`src/rtl/pong_ball_ctrl.sv`:
```
// rtl/pong_ball_ctrl.sv - ping-pong ball/rally controller: ball motion, paddle hits, scoring, game over
// The ball steps one LED per tick; scores, leds, point and game_over are all registered.
module pong_ball_ctrl #(
  parameter int N_LEDS      = 8,
  parameter int SCORE_W     = 4,
  parameter int WIN_SCORE   = 9,
  parameter int POINT_TICKS = 4
) (
  input  logic                clk,
  input  logic                reset,
  input  logic                tick,
  input  logic                btn_l,
  input  logic                btn_r,
  output logic [N_LEDS-1:0]   leds,
  output logic [SCORE_W-1:0]  score_l,
  output logic [SCORE_W-1:0]  score_r,
  output logic                point,
  output logic                game_over
);

  localparam int POS_W  = $clog2(N_LEDS);
  localparam int HOLD_W = (POINT_TICKS > 1) ? $clog2(POINT_TICKS) : 1;
  localparam logic [POS_W-1:0]   POS_MAX  = POS_W'(N_LEDS - 1);
  localparam logic [HOLD_W-1:0]  HOLD_MAX = HOLD_W'(POINT_TICKS - 1);
  localparam logic [SCORE_W-1:0] WIN      = SCORE_W'(WIN_SCORE);
  localparam logic [N_LEDS-1:0]  LED_ONE  = N_LEDS'(1);
  localparam logic [N_LEDS-1:0]  LED_LOW  = {{(N_LEDS - N_LEDS/2){1'b0}}, {(N_LEDS/2){1'b1}}};

  typedef enum logic [2:0] {ST_IDLE, ST_MOVE_R, ST_MOVE_L, ST_POINT, ST_OVER} state_t;

  state_t              state_q, state_d;
  logic [POS_W-1:0]    pos_q, pos_d;
  logic                serve_q, serve_d;   // 0: left serves, 1: right serves
  logic [HOLD_W-1:0]   hold_q, hold_d;
  logic [SCORE_W-1:0]  score_l_q, score_l_d;
  logic [SCORE_W-1:0]  score_r_q, score_r_d;
  logic                btn_l_q, btn_r_q;
  logic [N_LEDS-1:0]   leds_q, leds_d;
  logic                point_q, point_d;
  logic                game_over_q, game_over_d;

  logic press_l, press_r;
  logic score_left, score_right;

  assign press_l = btn_l & ~btn_l_q;
  assign press_r = btn_r & ~btn_r_q;

  always_comb begin
    state_d     = state_q;
    pos_d       = pos_q;
    serve_d     = serve_q;
    hold_d      = hold_q;
    score_l_d   = score_l_q;
    score_r_d   = score_r_q;
    point_d     = 1'b0;
    score_left  = 1'b0;
    score_right = 1'b0;

    case (state_q)
      ST_IDLE: begin
        if (!serve_q && press_l)     state_d = ST_MOVE_R;
        else if (serve_q && press_r) state_d = ST_MOVE_L;
      end
      ST_MOVE_R: begin
        // A press in the window beats a coincident tick.
        if (press_r) begin
          if (pos_q == POS_MAX) state_d = ST_MOVE_L;
          else                  score_left = 1'b1;
        end else if (tick) begin
          if (pos_q != POS_MAX) pos_d = pos_q + 1'b1;
          else                  score_left = 1'b1;
        end
      end
      ST_MOVE_L: begin
        if (press_l) begin
          if (pos_q == '0) state_d = ST_MOVE_R;
          else             score_right = 1'b1;
        end else if (tick) begin
          if (pos_q != '0) pos_d = pos_q - 1'b1;
          else             score_right = 1'b1;
        end
      end
      ST_POINT: begin
        if (tick) begin
          if (hold_q == HOLD_MAX) begin
            state_d = ST_IDLE;
            pos_d   = serve_q ? POS_MAX : '0;
          end else begin
            hold_d = hold_q + 1'b1;
          end
        end
      end
      ST_OVER: begin
        if (btn_l && btn_r) begin
          state_d   = ST_IDLE;
          score_l_d = '0;
          score_r_d = '0;
          serve_d   = 1'b0;
          pos_d     = '0;
        end
      end
      default: state_d = ST_IDLE;
    endcase

    if (score_left) begin
      if (score_l_q != '1) score_l_d = score_l_q + 1'b1;
      point_d = 1'b1;
      if (score_l_d == WIN) begin
        state_d = ST_OVER;
      end else begin
        state_d = ST_POINT;
        hold_d  = '0;
        serve_d = 1'b1;
      end
    end
    if (score_right) begin
      if (score_r_q != '1) score_r_d = score_r_q + 1'b1;
      point_d = 1'b1;
      if (score_r_d == WIN) begin
        state_d = ST_OVER;
      end else begin
        state_d = ST_POINT;
        hold_d  = '0;
        serve_d = 1'b0;
      end
    end

    case (state_d)
      ST_POINT: leds_d = '1;
      ST_OVER:  leds_d = (score_l_d == WIN) ? LED_LOW : ~LED_LOW;
      default:  leds_d = LED_ONE << pos_d;
    endcase
    game_over_d = (state_d == ST_OVER);
  end

  always_ff @(posedge clk or negedge reset) begin
    if (!reset) begin
      state_q     <= ST_IDLE;
      pos_q       <= '0;
      serve_q     <= 1'b0;
      hold_q      <= '0;
      score_l_q   <= '0;
      score_r_q   <= '0;
      btn_l_q     <= 1'b0;
      btn_r_q     <= 1'b0;
      leds_q      <= LED_ONE;
      point_q     <= 1'b0;
      game_over_q <= 1'b0;
    end else begin
      state_q     <= state_d;
      pos_q       <= pos_d;
      serve_q     <= serve_d;
      hold_q      <= hold_d;
      score_l_q   <= score_l_d;
      score_r_q   <= score_r_d;
      btn_l_q     <= btn_l;
      btn_r_q     <= btn_r;
      leds_q      <= leds_d;
      point_q     <= point_d;
      game_over_q <= game_over_d;
    end
  end

  assign leds      = leds_q;
  assign score_l   = score_l_q;
  assign score_r   = score_r_q;
  assign point     = point_q;
  assign game_over = game_over_q;

endmodule

```
`config.mk`:
```
export PLATFORM = sky130hd
export DESIGN_NAME = pong_ball_ctrl
export DESIGN_NICKNAME = d
export VERILOG_FILES = /design/src/rtl/pong_ball_ctrl.sv
export SDC_FILE = /design/constraint.sdc
export NUM_CORES = 1
export LEC_CHECK = 0
export CAP_MARGIN = 10
export CORE_MARGIN = 4
export CORE_UTILIZATION = 55
export CTS_CLUSTER_SIZE = 10
export DETAILED_ROUTE_END_ITERATION = 10
export PLACE_DENSITY = 0.9
export SLEW_MARGIN = 20
export SYNTH_ARGS = -nofsm -noshare
export SYNTH_HDL_FRONTEND = slang
export SYNTH_SLANG_ARGS = --single-unit
```
`constraint.sdc`:
```
create_clock -name clk -period 5.3 [get_ports clk]
set_input_delay 1.06 -clock clk [delete_from_list [all_inputs] [get_ports clk]]
set_output_delay 1.06 -clock clk [all_outputs]
set_load 0.01 [all_outputs]
```
==> results.md, run 1 <==
- Fmax: 0.300 GHz
- Root buf cell: clkbuf_4
- Tmin final: 3.33 ns
- Boundary pin count: 23
- Vias in the first global route: 1381
- Global Route Usage Sum: 0.206
- CTS clk-pin slew, worst paths: 0.09 ns
- Setup Buffers After CTS: 0
- Worst min-delay path class: register to register
- Cell mode on critical path: o211ai_1
- Initial core utilization: 0.567
- Netlist cell types: 48
- Cell count after synthesis: 180
- Crit Path Class: primary input to register
- Worst Setup Start Kind: primary input
- Average vias per placed instance: 6.04
- Post-DRT Antenna Nets: 0
- Crit-path leading delay family: compound AO/OA/AOI/OAI gates
- Clock Path Buffers: 2
- Crit. End Element: register
- GR Util met3: 0.0598
- Register area: 727 sq um
- Mapped Area: 1720 sq um
- Actual slew at the worst max-slew pin: 0.638 ns
- DR WL/cell: 15.2 microns
- Max Fanout on Critical Path: 10
- Top post-synthesis cells by area: dfrtp_1, ha_1, mux2i_1
- Design Power: 1.16 mW
- Fillers: 237
- Dpl hpwl: 2840 microns
- Number of synthesized flops with an enable pin: 0
- Clock Skew: 0.0104 ns
- Leading area contributor after synthesis: dfrtp_1
- Buf/Inv on CP: 1
- First-pass GRT wire length: 6460 microns
- Core Area: 3030 sq um
- Syn Area/Cell: 9.54 sq um
- Hold Vio Cnt, Final: 0
- Mapped Nets: 190
- Die area: 4080 sq um
- DRT iter0 DRCs: 122
- Critical-path cell list: clkdlybuf4s50_1, and3b_1, o211ai_1, o21ai_0, a211oi_1, o211ai_1
- Final Cycle Share: 0.628
- Pleak: 0.890 nW
- RSZ-0062 raised after global routing: no
- CP arrival: 3.51 ns
- Max-Cap Viols: 0
- Main flop type after synthesis: dfrtp_1
- Top Usage Layer GRT: met2
- Crit path required time: 5.48 ns
- Max VDD drop: 0.303 mV
- DIE WIDTH: 63.9 microns
- Port Buffer Count: 22
- CP max-delay cell: clkdlybuf4s50_1
- Ys async rst share: 1.00
- Power Density: 572 nW/um^2
- Setup Viol. Count Final: 0
- Gr ovfl total: 0
- GRT met2 Usage: 0.326
- Hold-fix buffers, CTS: 0
- DIE HEIGHT: 63.9 microns
- P&R area growth vs syn: 18.2%
- Sequential share of the synthesized area: 0.423
- Number of diodes: 0
- Worst hold stages: 1
- Routability Congestion: 0.880
- Max_slew headroom: 0.570
- CTS-repair resized insts: 0
- Largest net degree at the start of global routing: 30
- #FFs+latches synth: 29
- R2R depth: 7
- # rows: 20
- CTS Sinks: 29
- Worst path max stage delay: 0.57 ns
- WP depth: 6
- Area fraction of the dominant cell type after synthesis: 0.408
- Via count: 1511
- Multi-input combinational cell area: 897 sq um
- Routed WL: 3810 microns
- TritonCTS buffer count: 5
- Setup_tns: 0 ns
- Yosys warns: 0
- Met1 Resource Use GR: 0.269
- Nets@finish: 215
- Status: finished, final reports clean
- TritonCTS clock tree: done
- Worst-Skew Late Latency: 0.33 ns
- Max-slew violation count: 0
- Initial antenna violation count: 0
- Pre-antenna DRT Iters: 5
- Share of cells above drive strength 1: 0.0777
- Max H-tree Level: 2
- DRC Markers: 0
[placed cells by master, fill, tap and decap left out, drive strengths merged, types with 5 or more instances in the layout]
cell,instances
mux2i,6
o21ai,12
o211ai,6
inv,14
a21oi,6
nand2,14
nand2b,5
clkbuf,7
ha,5
nor2,11
nand4,5
nand3,10
dfrtp,28
clkdlybuf4s50,22
[path summary, 6_finish.rpt]
path,start,endpoint,slack (ns)
max in group asynchronous,reset,leds[0],3.88
min,score_r[3],score_r[3],0.57
max reg2reg,score_r[0],leds[6],2.63
min reg2reg,score_r[3],score_r[3],0.57
max,tick,leds[6],1.97
min in group asynchronous,reset,score_r[2],1.11
[cell usage after synthesis, types with 2 or more instances]
| library cell | count |
|---|---|
| o21ai_0 | 11 |
| nand2_1 | 14 |
| inv_1 | 14 |
| o311ai_1 | 3 |
| and3b_1 | 3 |
| a21oi_1 | 6 |
| dfrtp_1 | 28 |
| or3_1 | 3 |
| o211ai_1 | 6 |
| nor4_1 | 3 |
| buf_2 | 2 |
| nor3_1 | 3 |
| nor3b_1 | 2 |
| o21bai_1 | 2 |
| ha_1 | 5 |
| nand3_1 | 10 |
| buf_6 | 2 |
| nor2_1 | 11 |
| mux2i_1 | 6 |
| o221ai_1 | 2 |
| nand2b_1 | 5 |
| nor2b_1 | 4 |
| nand4b_1 | 2 |
| or2_1 | 2 |
| a211oi_1 | 2 |
| nand4_1 | 5 |
| o2111ai_1 | 2 |
| and3_1 | 2 |
[layout make-up]
type,count,share of cell area
multi-input cells,132,0.442
flip-flops and latches,29,0.358
repair buffers,23,0.112
clock buffers,7,0.0321
well taps,44,0.0271
inverters,14,0.0259
clock inverters,1,0.00247
[through the flow]
stage,cell area (sq um),hold WS (ns),setup WS (ns),utilization,cells
global route,2030,0.639,1.77,0.670,250
detailed placement,1960,0.560,1.71,0.647,242
floorplan,1720,0.532,2.55,-,180
CTS,2030,0.576,2.06,0.670,250
global placement,1960,0.548,1.78,0.647,242
finish,2030,0.571,1.97,0.670,250
[power by group]
part	switching (mW)	total, mW	internal [mW]
registers	0.101	0.418	0.317
clock network	0.0743	0.151	0.0767
logic	0.317	0.592	0.275
[sequential cells by signal, summed over array words and instances, names as in the netlist]
name       flops
pos_q          3
hold_q         2
score_r        4
btn_r_q        1
serve_q        1
point          1
state_q        3
leds           8
btn_l_q        1
score_l        4
game_over      1
[cell families (layout without fill, tap and decap cells)]
group	count (synthesis)	count (layout)	share of synthesized area
AND/OR/NAND/NOR	76	76	0.254
AO/OA/AOI/OAI	43	43	0.185
multiplexers	7	7	0.0415
flip-flops	29	29	0.423
adder cells (fa/ha/maj)	5	5	0.0364
XOR/XNOR	1	1	0.00510
buffers and inverters	19	45	0.0539
[routing by layer]
metal	vias up	wire length, microns	share of wire
met4	0	67	0.018
met2	82	1770	0.47
met5	-	0	0
met1	702	1670	0.44
met3	10	301	0.079
li1	717	-	-
Note: power is estimated with default switching activity, not from simulation.
==> inputs of run 2 (changes only) <==
--- a/config.mk
+++ b/config.mk
@@ -7,10 +7,10 @@
 export LEC_CHECK = 0
 export CAP_MARGIN = 10
 export CORE_MARGIN = 4
-export CORE_UTILIZATION = 55
+export CORE_UTILIZATION = 49
 export CTS_CLUSTER_SIZE = 10
 export DETAILED_ROUTE_END_ITERATION = 10
-export PLACE_DENSITY = 0.9
+export PLACE_DENSITY = 0.85
 export SLEW_MARGIN = 20
 export SYNTH_ARGS = -nofsm -noshare
 export SYNTH_HDL_FRONTEND = slang
==> constraint.sdc (replaced) <==
create_clock -name clk -period 2.9 [get_ports clk]
set_input_delay 0.58 -clock clk [delete_from_list [all_inputs] [get_ports clk]]
set_output_delay 0.58 -clock clk [all_outputs]
set_load 0.01 [all_outputs]
==> run 2 against run 1 <==
  * Non-clock buffer count is 8 higher
  * Register-to-register slack worse by 2.2 ns
  * Combinational power increased by 89%
  * Sequential share of layout area decreased by 1.4 points
  * First-iteration DRC count decreased by 1.6%
  * Clock skew is 0.0014 ns lower
  * Global-route usage fell by 0.91 points
  * Highest routed layer unchanged
  * Clock power is 140% higher
  * Cell area rose by 4.0%
  * Flip-flop and latch count is the same
  * Wire length decreased by 0.89%
==> results.md, run 2 (same netlist as run 1, synthesis figures left out) <==
- Routability Congestion: 0.937 (+6.5%)
- CTS-repair resized insts: 0 (unchanged)
- TritonCTS clock tree: done
- DRT iter0 DRCs: 120 (-1.6%)
- Finished Core Util: 0.628 (-0.0426)
- Most frequent cells in the layout: dfrtp_1, clkdlybuf4s50_1, inv_1, nand2_1
- Setup Buffers After CTS: 0 (unchanged)
- Metal3 WL: 179 microns (-41%)
- Average vias per placed instance: 5.69 (-5.9%)
- Pre-antenna DRT Iters: 4 (-1)
- Setup_tns: 0 ns (unchanged)
- Hold Vio Cnt, Final: 0 (unchanged)
- TritonCTS buffer count: 5 (unchanged)
- Via count: 1479 (-2.1%)
- CP startpoint: btn_r
- Actual slew at the worst max-slew pin: 0.512 ns (-0.126 ns)
- Placed cell area: 2020 sq um (+3.2%)
- Initial antenna violation count: 0 (unchanged)
- Initial core utilization: 0.510 (-0.0565)
- P&R area growth vs syn: 23.0%
- Global Route Usage Sum: 0.197 (-0.00913)
- Routed WL: 3780 microns (-0.89%)
- Highest Signal Layer: met4
- Gr ovfl total: 0 (unchanged)
- Setup Viol. Count Final: 0 (unchanged)
- Nets@finish: 223 (+3.7%)
- DRC Markers: 0 (unchanged)
- Crit Path Class: primary input to register
- Worst Setup Start Kind: primary input
- Root buf cell: clkbuf_4
- # rows: 21 (+5.0%)
- Status: finished, final reports clean
- Pleak: 0.931 nW (+4.6%)
- Clock Skew: 0.00902 ns (-0.00141 ns)
- Max H-tree Level: 2 (unchanged)
- Power Density: 1060 nW/um^2 (+86%)
- Max VDD drop: 0.649 mV (+110%)
- Max-slew violation count: 0 (unchanged)
- Clock Path Buffers: 2 (unchanged)
- Hold-fix buffers, CTS: 0 (unchanged)
- Tmin final: 2.45 ns
- Hold wc startpoint: score_r[3]
- Boundary pin count: 23 (unchanged)
- Number of diodes: 0 (unchanged)
- CTS clk-pin slew, worst paths: 0.10 ns (about the same)
- CP arrival: 2.70 ns (-0.81 ns)
- Max Fanout on Critical Path: 5 (-5)
- Metal2 WL: 1820 microns (+2.4%)
- Worst min-delay path class: register to register
- Met1 wire length: 1720 microns (+3.1%)
- Die area: 4510 sq um (+11%)
- Fmax: 0.408 GHz
- DR WL/cell: 14.5 microns (-4.7%)
- Largest net degree at the start of global routing: 30 (unchanged)
- Crit path required time: 3.15 ns (-2.33 ns)
- Vias in the first global route: 1499 (+8.5%)
- Max_slew headroom: 0.658 (+0.0878)
- Share of cells above drive strength 1: 0.112 (+0.0345)
- Max-Cap Viols: 0 (unchanged)
- DIE WIDTH: 67.2 microns (+5.2%)
- Final Cycle Share: 0.845
- Max FFs per register: 8 (unchanged)
- WHS: 0.556 ns (-0.0154 ns)
- CTS Sinks: 29 (unchanged)
- R2R Path Start: state_q[0]
- DIE HEIGHT: 67.2 microns (+5.2%)
- Worst-Skew Late Latency: 0.33 ns (about the same)
- Post-route cell area: 2110 sq um (+4.0%)
- Post-DRT Antenna Nets: 0 (unchanged)
- Port Buffer Count: 22 (unchanged)
- Fillers: 323 (+36%)
- Core Area: 3360 sq um (+11%)
- First-pass GRT wire length: 6710 microns (+3.8%)
- Dpl hpwl: 2870 microns (+1.3%)
- RSZ-0062 raised after global routing: no
- Most common cell after layout, fill and taps aside: dfrtp_1
- Crit. End Element: register
-- run 2: cell count changes in the layout (fill, tap and decap cells not counted), sizes merged --
cell / before / now
bufinv: 0 / 1
clkbuf: 7 / 6
clkinv: 1 / 0
buf: 1 / 9
clkinvlp: 0 / 1
-- run 2: path summary, 6_finish.rpt --
check	to	slack, ns	cells after the start
hold / removal	score_r[3]	0.56	1
min in group asynchronous	score_l[2]	0.62	2
hold reg to reg	score_r[3]	0.56	1
setup reg to reg	leds[3]	0.48	6
setup / recovery	leds[1]	0.45	6
max in group asynchronous	leds[0]	1.97	2
-- run 2: where the power goes --
group	total, mW	internal (mW)	switching [mW]
combinational	1.12	0.551	0.572
clock	0.358	0.205	0.153
sequential	0.761	0.579	0.182
-- run 2: routing by layer --
metal	global-route usage	vias to the layer above
met2	0.325	29
met3	0.0516	7
met1	0.245	710
met4	0.0810	0
met5	0	-
li1	-	733
-- run 2: cell type report --
cell class,instances,area [sq um],area share
clock buffers,6,51.3,0.0243
clock inverters,2,37.5,0.0178
inverters,14,52.6,0.0249
multi-input cells,132,897,0.425
flip-flops and latches,29,727,0.344
well taps,46,57.6,0.0273
repair buffers,31,288,0.136
-- run 2: stage by stage --
| stage | std cells | total power [mW] | worst slack [ns] |
|---|---|---|---|
| final | 260 | 2.24 | 0.451 |
| after CTS | 260 | 2.25 | 0.461 |
| after global placement | 252 | 1.86 | 0.159 |
| after global routing | 260 | 2.43 | 0.134 |
| after detailed placement | 252 | 1.89 | 0.101 |
| after floorplan | 180 | 1.46 | 0.593 |
-- run 2: critical path: stages --
cell	delay, ns
clkdlybuf4s50_1	0.47
nand2b_1	0.20
mux2_2	0.41
o221ai_1	0.37
or4b_4	0.55
o211ai_1	0.11
